[src/rtl/posit_add_arbiter.sv]
// Round-robin front end for one shared, pipelined posit adder.
// Results come back through a tagged FWFT response FIFO; credits guarantee FIFO space.
module posit_add_arbiter #(
  parameter int N          = 32,
  parameter int NREQ       = 4,
  parameter int TAG_W      = 2,
  parameter int LATENCY    = 3,
  parameter int FIFO_DEPTH = 4
) (
  input  logic              aclk,
  input  logic              areset,
  input  logic [NREQ-1:0]   req_valid,
  output logic [NREQ-1:0]   req_ready,
  input  logic [NREQ*N-1:0] req_a,
  input  logic [NREQ*N-1:0] req_b,
  output logic [N-1:0]      add_in1,
  output logic [N-1:0]      add_in2,
  output logic              add_start,
  input  logic [N-1:0]      add_result,
  input  logic              add_done,
  output logic              rsp_valid,
  input  logic              rsp_ready,
  output logic [TAG_W-1:0]  rsp_tag,
  output logic [N-1:0]      rsp_result,
  output logic              err_sync,
  output logic              busy
);

  localparam int          PW     = (FIFO_DEPTH > 1) ? $clog2(FIFO_DEPTH) : 1;
  localparam int          CW     = $clog2(FIFO_DEPTH + 1);
  localparam int          FW     = (LATENCY > 0) ? $clog2(LATENCY + 1) : 1;
  localparam int unsigned NREQ_U = NREQ;
  localparam logic [CW-1:0]    DEPTH_C = CW'(FIFO_DEPTH);
  localparam logic [FW-1:0]    FLUSH_C = FW'(LATENCY);
  localparam logic [TAG_W-1:0] LAST_C  = TAG_W'(NREQ - 1);

  typedef enum logic {FLUSH, RUN} state_t;

  state_t           state, state_nxt;
  logic [FW-1:0]    flush_cnt, flush_cnt_nxt;
  logic [TAG_W-1:0] rr_ptr, rr_nxt;
  logic [TAG_W-1:0] winner, cand;
  logic             grant;
  logic [CW-1:0]    count;

  logic             start_q;
  logic [TAG_W-1:0] tag_q;
  logic             pipe_v   [LATENCY];
  logic [TAG_W-1:0] pipe_tag [LATENCY];

  logic [TAG_W+N-1:0] mem [FIFO_DEPTH];
  logic [PW-1:0]      wr_ptr, rd_ptr;
  logic [CW-1:0]      occ;
  logic               push, pop;
  logic               err_q;

  always_ff @(posedge aclk or posedge areset) begin
    if (areset) begin
      state     <= FLUSH;
      flush_cnt <= FLUSH_C;
      rr_ptr    <= '0;
    end else begin
      state     <= state_nxt;
      flush_cnt <= flush_cnt_nxt;
      rr_ptr    <= rr_nxt;
    end
  end

  // Winner is the first valid requester at or above rr_ptr, wrapping mod NREQ.
  always_comb begin
    state_nxt     = state;
    flush_cnt_nxt = flush_cnt;
    grant         = 1'b0;
    winner        = '0;
    cand          = '0;
    req_ready     = '0;
    rr_nxt        = rr_ptr;
    case (state)
      FLUSH: begin
        if (flush_cnt == '0) state_nxt = RUN;
        else                 flush_cnt_nxt = flush_cnt - 1'b1;
      end
      RUN: begin
        if (count < DEPTH_C) begin
          for (int unsigned k = 0; k < NREQ_U; k++) begin
            cand = TAG_W'((32'(rr_ptr) + k) % NREQ_U);
            if (!grant && req_valid[cand]) begin
              grant  = 1'b1;
              winner = cand;
            end
          end
        end
      end
      default: state_nxt = FLUSH;
    endcase
    if (grant) begin
      req_ready = NREQ'(1) << winner;
      rr_nxt    = (winner == LAST_C) ? '0 : winner + 1'b1;
    end
  end

  always_ff @(posedge aclk or posedge areset) begin
    if (areset) begin
      start_q <= 1'b0;
      tag_q   <= '0;
      add_in1 <= '0;
      add_in2 <= '0;
    end else begin
      start_q <= grant;
      if (grant) begin
        tag_q   <= winner;
        add_in1 <= req_a[winner*N +: N];
        add_in2 <= req_b[winner*N +: N];
      end
    end
  end

  assign add_start = start_q;

  // Tag pipeline mirrors the adder depth so its tail lines up with add_done.
  always_ff @(posedge aclk or posedge areset) begin
    if (areset) begin
      for (int unsigned i = 0; i < LATENCY; i++) begin
        pipe_v[i]   <= 1'b0;
        pipe_tag[i] <= '0;
      end
    end else begin
      pipe_v[0]   <= start_q;
      pipe_tag[0] <= tag_q;
      for (int unsigned i = 1; i < LATENCY; i++) begin
        pipe_v[i]   <= pipe_v[i-1];
        pipe_tag[i] <= pipe_tag[i-1];
      end
    end
  end

  assign push = (state == RUN) && add_done && pipe_v[LATENCY-1];
  assign pop  = rsp_valid && rsp_ready;

  always_ff @(posedge aclk or posedge areset) begin
    if (areset) begin
      err_q <= 1'b0;
    end else if (state == RUN && (add_done != pipe_v[LATENCY-1])) begin
      err_q <= 1'b1;
    end
  end

  always_ff @(posedge aclk or posedge areset) begin
    if (areset) begin
      for (int unsigned i = 0; i < FIFO_DEPTH; i++) mem[i] <= '0;
      wr_ptr <= '0;
      rd_ptr <= '0;
      occ    <= '0;
    end else begin
      if (push) begin
        mem[wr_ptr] <= {pipe_tag[LATENCY-1], add_result};
        wr_ptr      <= wr_ptr + 1'b1;
      end
      if (pop) rd_ptr <= rd_ptr + 1'b1;
      case ({push, pop})
        2'b10:   occ <= occ + 1'b1;
        2'b01:   occ <= occ - 1'b1;
        default: occ <= occ;
      endcase
    end
  end

  always_ff @(posedge aclk or posedge areset) begin
    if (areset) begin
      count <= '0;
    end else begin
      case ({grant, pop})
        2'b10:   count <= count + 1'b1;
        2'b01:   count <= count - 1'b1;
        default: count <= count;
      endcase
    end
  end

  assign rsp_valid  = (occ != '0);
  assign rsp_tag    = mem[rd_ptr][N +: TAG_W];
  assign rsp_result = mem[rd_ptr][N-1:0];
  assign err_sync   = err_q;
  assign busy       = (count != '0) || (state == FLUSH);

endmodule

[config.mk]
export PLATFORM = sky130hd
export DESIGN_NAME = posit_add_arbiter
export DESIGN_NICKNAME = d
export VERILOG_FILES = /design/src/rtl/posit_add_arbiter.sv
export SDC_FILE = /design/constraint.sdc
export NUM_CORES = 1
export LEC_CHECK = 0
export CAP_MARGIN = 30
export CORE_AREA = 3 3 156 158
export DETAILED_ROUTE_END_ITERATION = 16
export DIE_AREA = 0 0 159 161
export DONT_BUFFER_PORTS = 1
export GPL_TIMING_DRIVEN = 0
export MAX_ROUTING_LAYER = met4
export PLACE_DENSITY_LB_ADDON = 0.08
export SLEW_MARGIN = 5
export SYNTH_ARGS = -nofsm -noshare
export SYNTH_HDL_FRONTEND = slang
export SYNTH_SLANG_ARGS = --single-unit
[constraint.sdc]
create_clock -name aclk -period 7.25 [get_ports aclk]
set_input_delay 0.725 -clock aclk [delete_from_list [all_inputs] [get_ports aclk]]
set_output_delay 0.725 -clock aclk [all_outputs]
set_load 0.03 [all_outputs]
# Word-level counts from Yosys, hierarchy flattened
# Cells that the tools add are included.
dict set report op_classes {
  add_sub_neg 11
  order_cmp 8
  eq_ne 6
  n_shift 3
  muxes 38
  bitwise 4
  reduce_logical 18
}
# cell n
set ops {}
lappend ops {{$shiftx A128 B8 Y32} 2}
lappend ops {{$bwmux W136} 1}
lappend ops {{$mux W34} 3}
lappend ops {{$bmux W34 S2} 1}
lappend ops {{$demux W34 S2} 1}
lappend ops {{$mux W1} 18}
lappend ops {{$mux W2} 7}
lappend ops {{$lt A2 B3 Y1 const B} 4}
lappend ops {{$pmux W3 S2} 2}
lappend ops {{$add A2 B1 Y2 const B} 4}
lappend ops {{$bmux W1 S2} 4}
lappend ops {{$logic_and A1 B1 Y1} 8}
lappend ops {{$add A3 B1 Y3 const B} 2}
lappend ops {{$eq A2 B2 Y1 const B} 3}
lappend ops {{$ge A3 B3 Y1 const B} 2}
lappend ops {{$not A2 Y3} 2}
lappend ops {{$reduce_bool A3 Y1} 2}
lappend ops {{$sub A3 B1 Y3 const B} 2}
lappend ops {{$add A2 B2 Y2 const B} 2}
lappend ops {{$eq A2 B1 Y1 const B} 2}
lappend ops {{$mux W4} 1}
lappend ops {{$reduce_bool A2 Y1} 2}
lappend ops {{$shl A1 B2 Y4 const A} 1}
lappend ops {{$logic_not A1 Y1} 3}
lappend ops {{8 further kinds} 9}
dict set report word_totals {
  reg_bits 228
  in_bits 296
  out_inout_bits 106
  word_cells 110
}

# Longest topological paths before layout
dict set report logic_depth {
  ltp_word 22
  depth_mapped 10
  mapped_depth_nobuf 8
}

# Worst setup path before layout
# No wires, ideal clock.
dict set report synth_timing {
  path_type {input to output}
  startpoint {input port req_valid[0]}
  endpoint {output port req_ready[0]}
  t_arrival_ps 2145
  required_time_ps 6525
  path_slack_ps 4380
  path_stages 7
  path_buffers 2
  path_cell_list {and2_1 > o221ai_1 > nand3b_1 > buf_2 > clkbuf_1 > ha_1 > and2_1}
}
dict set report synth_via {
  elab_chain_cells 22
  word_cells_on_any_way 34
  cone_classes {shift (1); mux (27); reduce/logical (6)}
}
# item line_no
set synth_lines {}
lappend synth_lines {{start: declaration} 12} ;# input logic [NREQ-1:0] req_valid,
lappend synth_lines {{$bmux W1 S2} 87} ;# if (!grant && req_valid[cand]) begin
lappend synth_lines {{$mux W1 (not written as such)} 87}
lappend synth_lines {{$mux W1} 87}
lappend synth_lines {{$mux W1} 84} ;# if (count < DEPTH_C) begin
lappend synth_lines {{$mux W1} 78} ;# case (state)
lappend synth_lines {{$logic_not A1 Y1} 87}
lappend synth_lines {{$logic_and A1 B1 Y1} 87}
lappend synth_lines {{$mux W1} 87}
lappend synth_lines {{[... 6 more ...]} n/a}
lappend synth_lines {{$mux W1} 78}
lappend synth_lines {{$logic_not A1 Y1} 87}
lappend synth_lines {{$logic_and A1 B1 Y1} 87}
lappend synth_lines {{$mux W2} 87}
lappend synth_lines {{$mux W2} 84}
lappend synth_lines {{$mux W2} 78}
lappend synth_lines {{$shl A1 B2 Y4} 97} ;# req_ready = NREQ'(1) << winner;
lappend synth_lines {{$mux W4 *} 96} ;# if (grant) begin
lappend synth_lines {{end: declaration} 13} ;# output logic [NREQ-1:0] req_ready,
# Every way passes the cells marked *; elsewhere a longest branch is shown, timed or not. The select of a mux whose other input is x is not followed.

# Worst setup path in the final report
dict set report layout_timing {
  startpoint {register rr_ptr[1]}
  endpoint {output port req_ready[0]}
}
dict set report layout_via {
  elab_chain_cells 22
  word_cells_on_any_way 37
  cone_classes {add/sub (3); shift (1); mux (27); reduce/logical (6)}
}
# item line_no
set layout_lines {}
lappend layout_lines {{start: declaration} 41} ;# logic [TAG_W-1:0] rr_ptr, rr_nxt;
lappend layout_lines {{start signal: assignment} 65} ;# rr_ptr <= rr_nxt;
lappend layout_lines {{$bmux W1 S2} 87}
lappend layout_lines {{$mux W1 (not written as such)} 87}
lappend layout_lines {{$mux W1} 87}
lappend layout_lines {{$mux W1} 84}
lappend layout_lines {{$mux W1} 78}
lappend layout_lines {{$logic_not A1 Y1} 87}
lappend layout_lines {{$logic_and A1 B1 Y1} 87}
lappend layout_lines {{$mux W1} 87}
lappend layout_lines {{[... 6 more ...]} n/a}
lappend layout_lines {{$mux W1} 78}
lappend layout_lines {{$logic_not A1 Y1} 87}
lappend layout_lines {{$logic_and A1 B1 Y1} 87}
lappend layout_lines {{$mux W2} 87}
lappend layout_lines {{$mux W2} 84}
lappend layout_lines {{$mux W2} 78}
lappend layout_lines {{$shl A1 B2 Y4} 97}
lappend layout_lines {{$mux W4 *} 96}
# Marked as above.

==> run metrics <==
status=finished clean; vias in the first global route=8040; CP Capture Type=output pin; Seq/Total Area, Yosys=51.5%; leak pwr=5.61 nW; routed via count=7481; Slew HR=51.8%; # DRC=0; Synth async-reset ratio=100%; area grow syn2layout=12.9%; syn_area_per_cell=13.4 um^2; CTS tree=built; die area=25600 um^2; Vias/cell=6.23; post-synth top area share=51.0%; cts bufs inserted=26; maximum buffer depth of the clock tree=3; number of distinct library cells after synthesis=35; arrival time worst endpoint=3000 ps; Max Slew Vio Count=0; worst endpoint required time=6520 ps; antenna-violating nets left=0; fin nets=1167; core area=23300 um^2; Die Ht=161 um; Crit path largest cell delay=480 ps; IO Count=402; area leader, netlist=dfrtp_1; total gr overflow=0; crit path max fanout=11; layout cells sized above 1=30.4%; HPWL Detailed=25800 um; placed cell areas=11500 um^2; Tot Pwr=7.04 mW; WS Path Type=reg2out; clock skew=10.1 ps; CP startpoint kind=register; worst min path class=in2async; Mapped Cells=829; CP dominant cell by count=and2_1; max cap viols=0; wire per inst=28.1 um; largest cells by area after synthesis=dfrtp_1 51%, mux2_2 14%, mux2i_1 9.8%; insertion delay to the later sink of the worst-skew pair=530 ps; Initial Utilization=47.6%; Die W=159 um; placer's final routability congestion estimate=0.980; post-cts resize count=0; worst-margin pin slew=724 ps; Top Family by Delay on Critical Path=simple AND/OR/NAND/NOR gates; initial antenna violation count=3; crit path max-delay cell type=clkbuf_1; Power Density=563 nW/um^2; worst path bufs/invs=2; H-tree levels=1; cts hold-fix bufs=0; Setup WS pre-CTS=3800 ps; crit-path cells=and2_1 > o221ai_1 > nand3b_1 > buf_2 > clkbuf_1 > ha_1 > and2_1; worst setup margin=3520 ps; final hold violations=0; first-pass GRT wire length=50000 um; largest net degree at the start of global routing=130; GRT Total Usage=26.2%; Total Wirelength=33700 um; #FFs+latches synth=228; Post-CTS Setup Bufs=0; I/O Buffers=0; # clock sinks=228; number of synthesized flops with an enable pin=0; post-route cell area=12500 um^2; RSZ-0062 raised after global routing=no; Yosys Warn Count=0; crit path time final=3730 ps; Max Clk Rate=0.268 GHz; net count after synthesis=1138; most common cell after layout, fill and taps aside=dfrtp_1; Final Cycle Share=51.4%; Fillers=1955; most frequent cells in the layout=226 x dfrtp_1, 138 x mux2_2, 108 x mux2i_1; row cnt=56; post-layout util=53.8%; VDD IR max=239 uV; DR iter-0 viols=508; CTS root buf=clkbuf_16; Final setup viols=0; hold slack=180 ps; 1st-pass router iterations=5; most common flop cell mapped by yosys=dfrtp_1; Netlist Area Pre-Place=11100 um^2; Clock transition at path regs=60 ps
## power breakdown
group / leakage, nW / internal [mW] / switching, mW
clock network: 0.489 / 0.934 / 0.529
logic: 2.38 / 1.22 / 1.68
registers: 2.73 / 1.91 / 0.766
## cells by family (layout without fill, tap and decap cells)
logic type,after synthesis,after routing,share of synthesized area (%)
flops,228,228,51.5
buf+inv,79,128,3.68
compound gates,92,92,6.42
other cells,0,3,0
fa+ha+maj,13,13,1.60
mux,280,280,30.7
xor+xnor,11,11,0.869
simple gates,126,126,5.25
## cells in the mapped netlist, types with 3 or more instances
master and number:
mux2i_1 108, nor2_1 4, clkbuf_1 23, and2_1 6, ha_1 11, xor2_1 5, o21ai_0 22, buf_6 8
mux2_2 138, mux4_2 34, o221ai_1 44, inv_1 13, dfrtp_1 226, buf_4 5, inv_2 3, nor3_1 42
o32ai_1 21, buf_2 26, nand2b_1 4, nand2_1 60, xnor2_1 6
## per-layer routing
metal	GRT usage, %	wire length, um	vias up
li1	-	-	3163
met1	32.8	13300	3882
met2	42.3	16600	363
met3	7.59	2910	73
met4	7.00	888	0
met5	-	0	-
## final cells by class
cell class,instances,area [um^2],share of cell area (%)
clock inverter,16,250,2.00
tap,319,399,3.19
multi-input combinational,522,4970,39.7
buffer,63,348,2.78
antenna,3,7.51,0.0600
sequential,228,5710,45.6
timing repair buffer,1,27.5,0.220
clock buffer,32,733,5.86
inverter,16,67.6,0.540
## registers in the layout, indices dropped and copies added (netlist names), 2 cells and up
signal     count
mem          136
wr_ptr         2
rr_ptr         2
count          3
pipe_tag       6
tag_q          2
flush_cnt      2
add_in1       32
rd_ptr         2
pipe_v         3
occ            3
add_in2       32
## final timing paths
path	startpoint	to	slack, ps	depth (start not counted)
setup / recovery	rr_ptr[1]$_DFFE_PP0P_	req_ready[0]	3520	7
hold / removal	areset	add_in1[29]$_DFFE_PP0P_	180	1
setup reg to reg	state$_DFF_PP0_	count[1]$_DFFE_PP0P_	4440	8
hold reg to reg	pipe_tag[3]$_DFF_PP0_	pipe_tag[1]$_DFF_PP0_	350	0
max in group asynchronous	areset	wr_ptr[0]$_DFFE_PP0P_	5960	2
min in group aclk	add_result[24]	mem[126]$_DFFE_PP0P_	340	1
## per-stage QoR
step | cells | setup TNS, ps
3_3_place_gp | 1148 | -389570
3_5_place_dp | 1149 | 0
5_1_grt | 1200 | 0
4_1_cts | 1197 | 0
2_1_floorplan | 829 | 0
6_report | 1200 | 0
(Power assumes the default switching activity.)
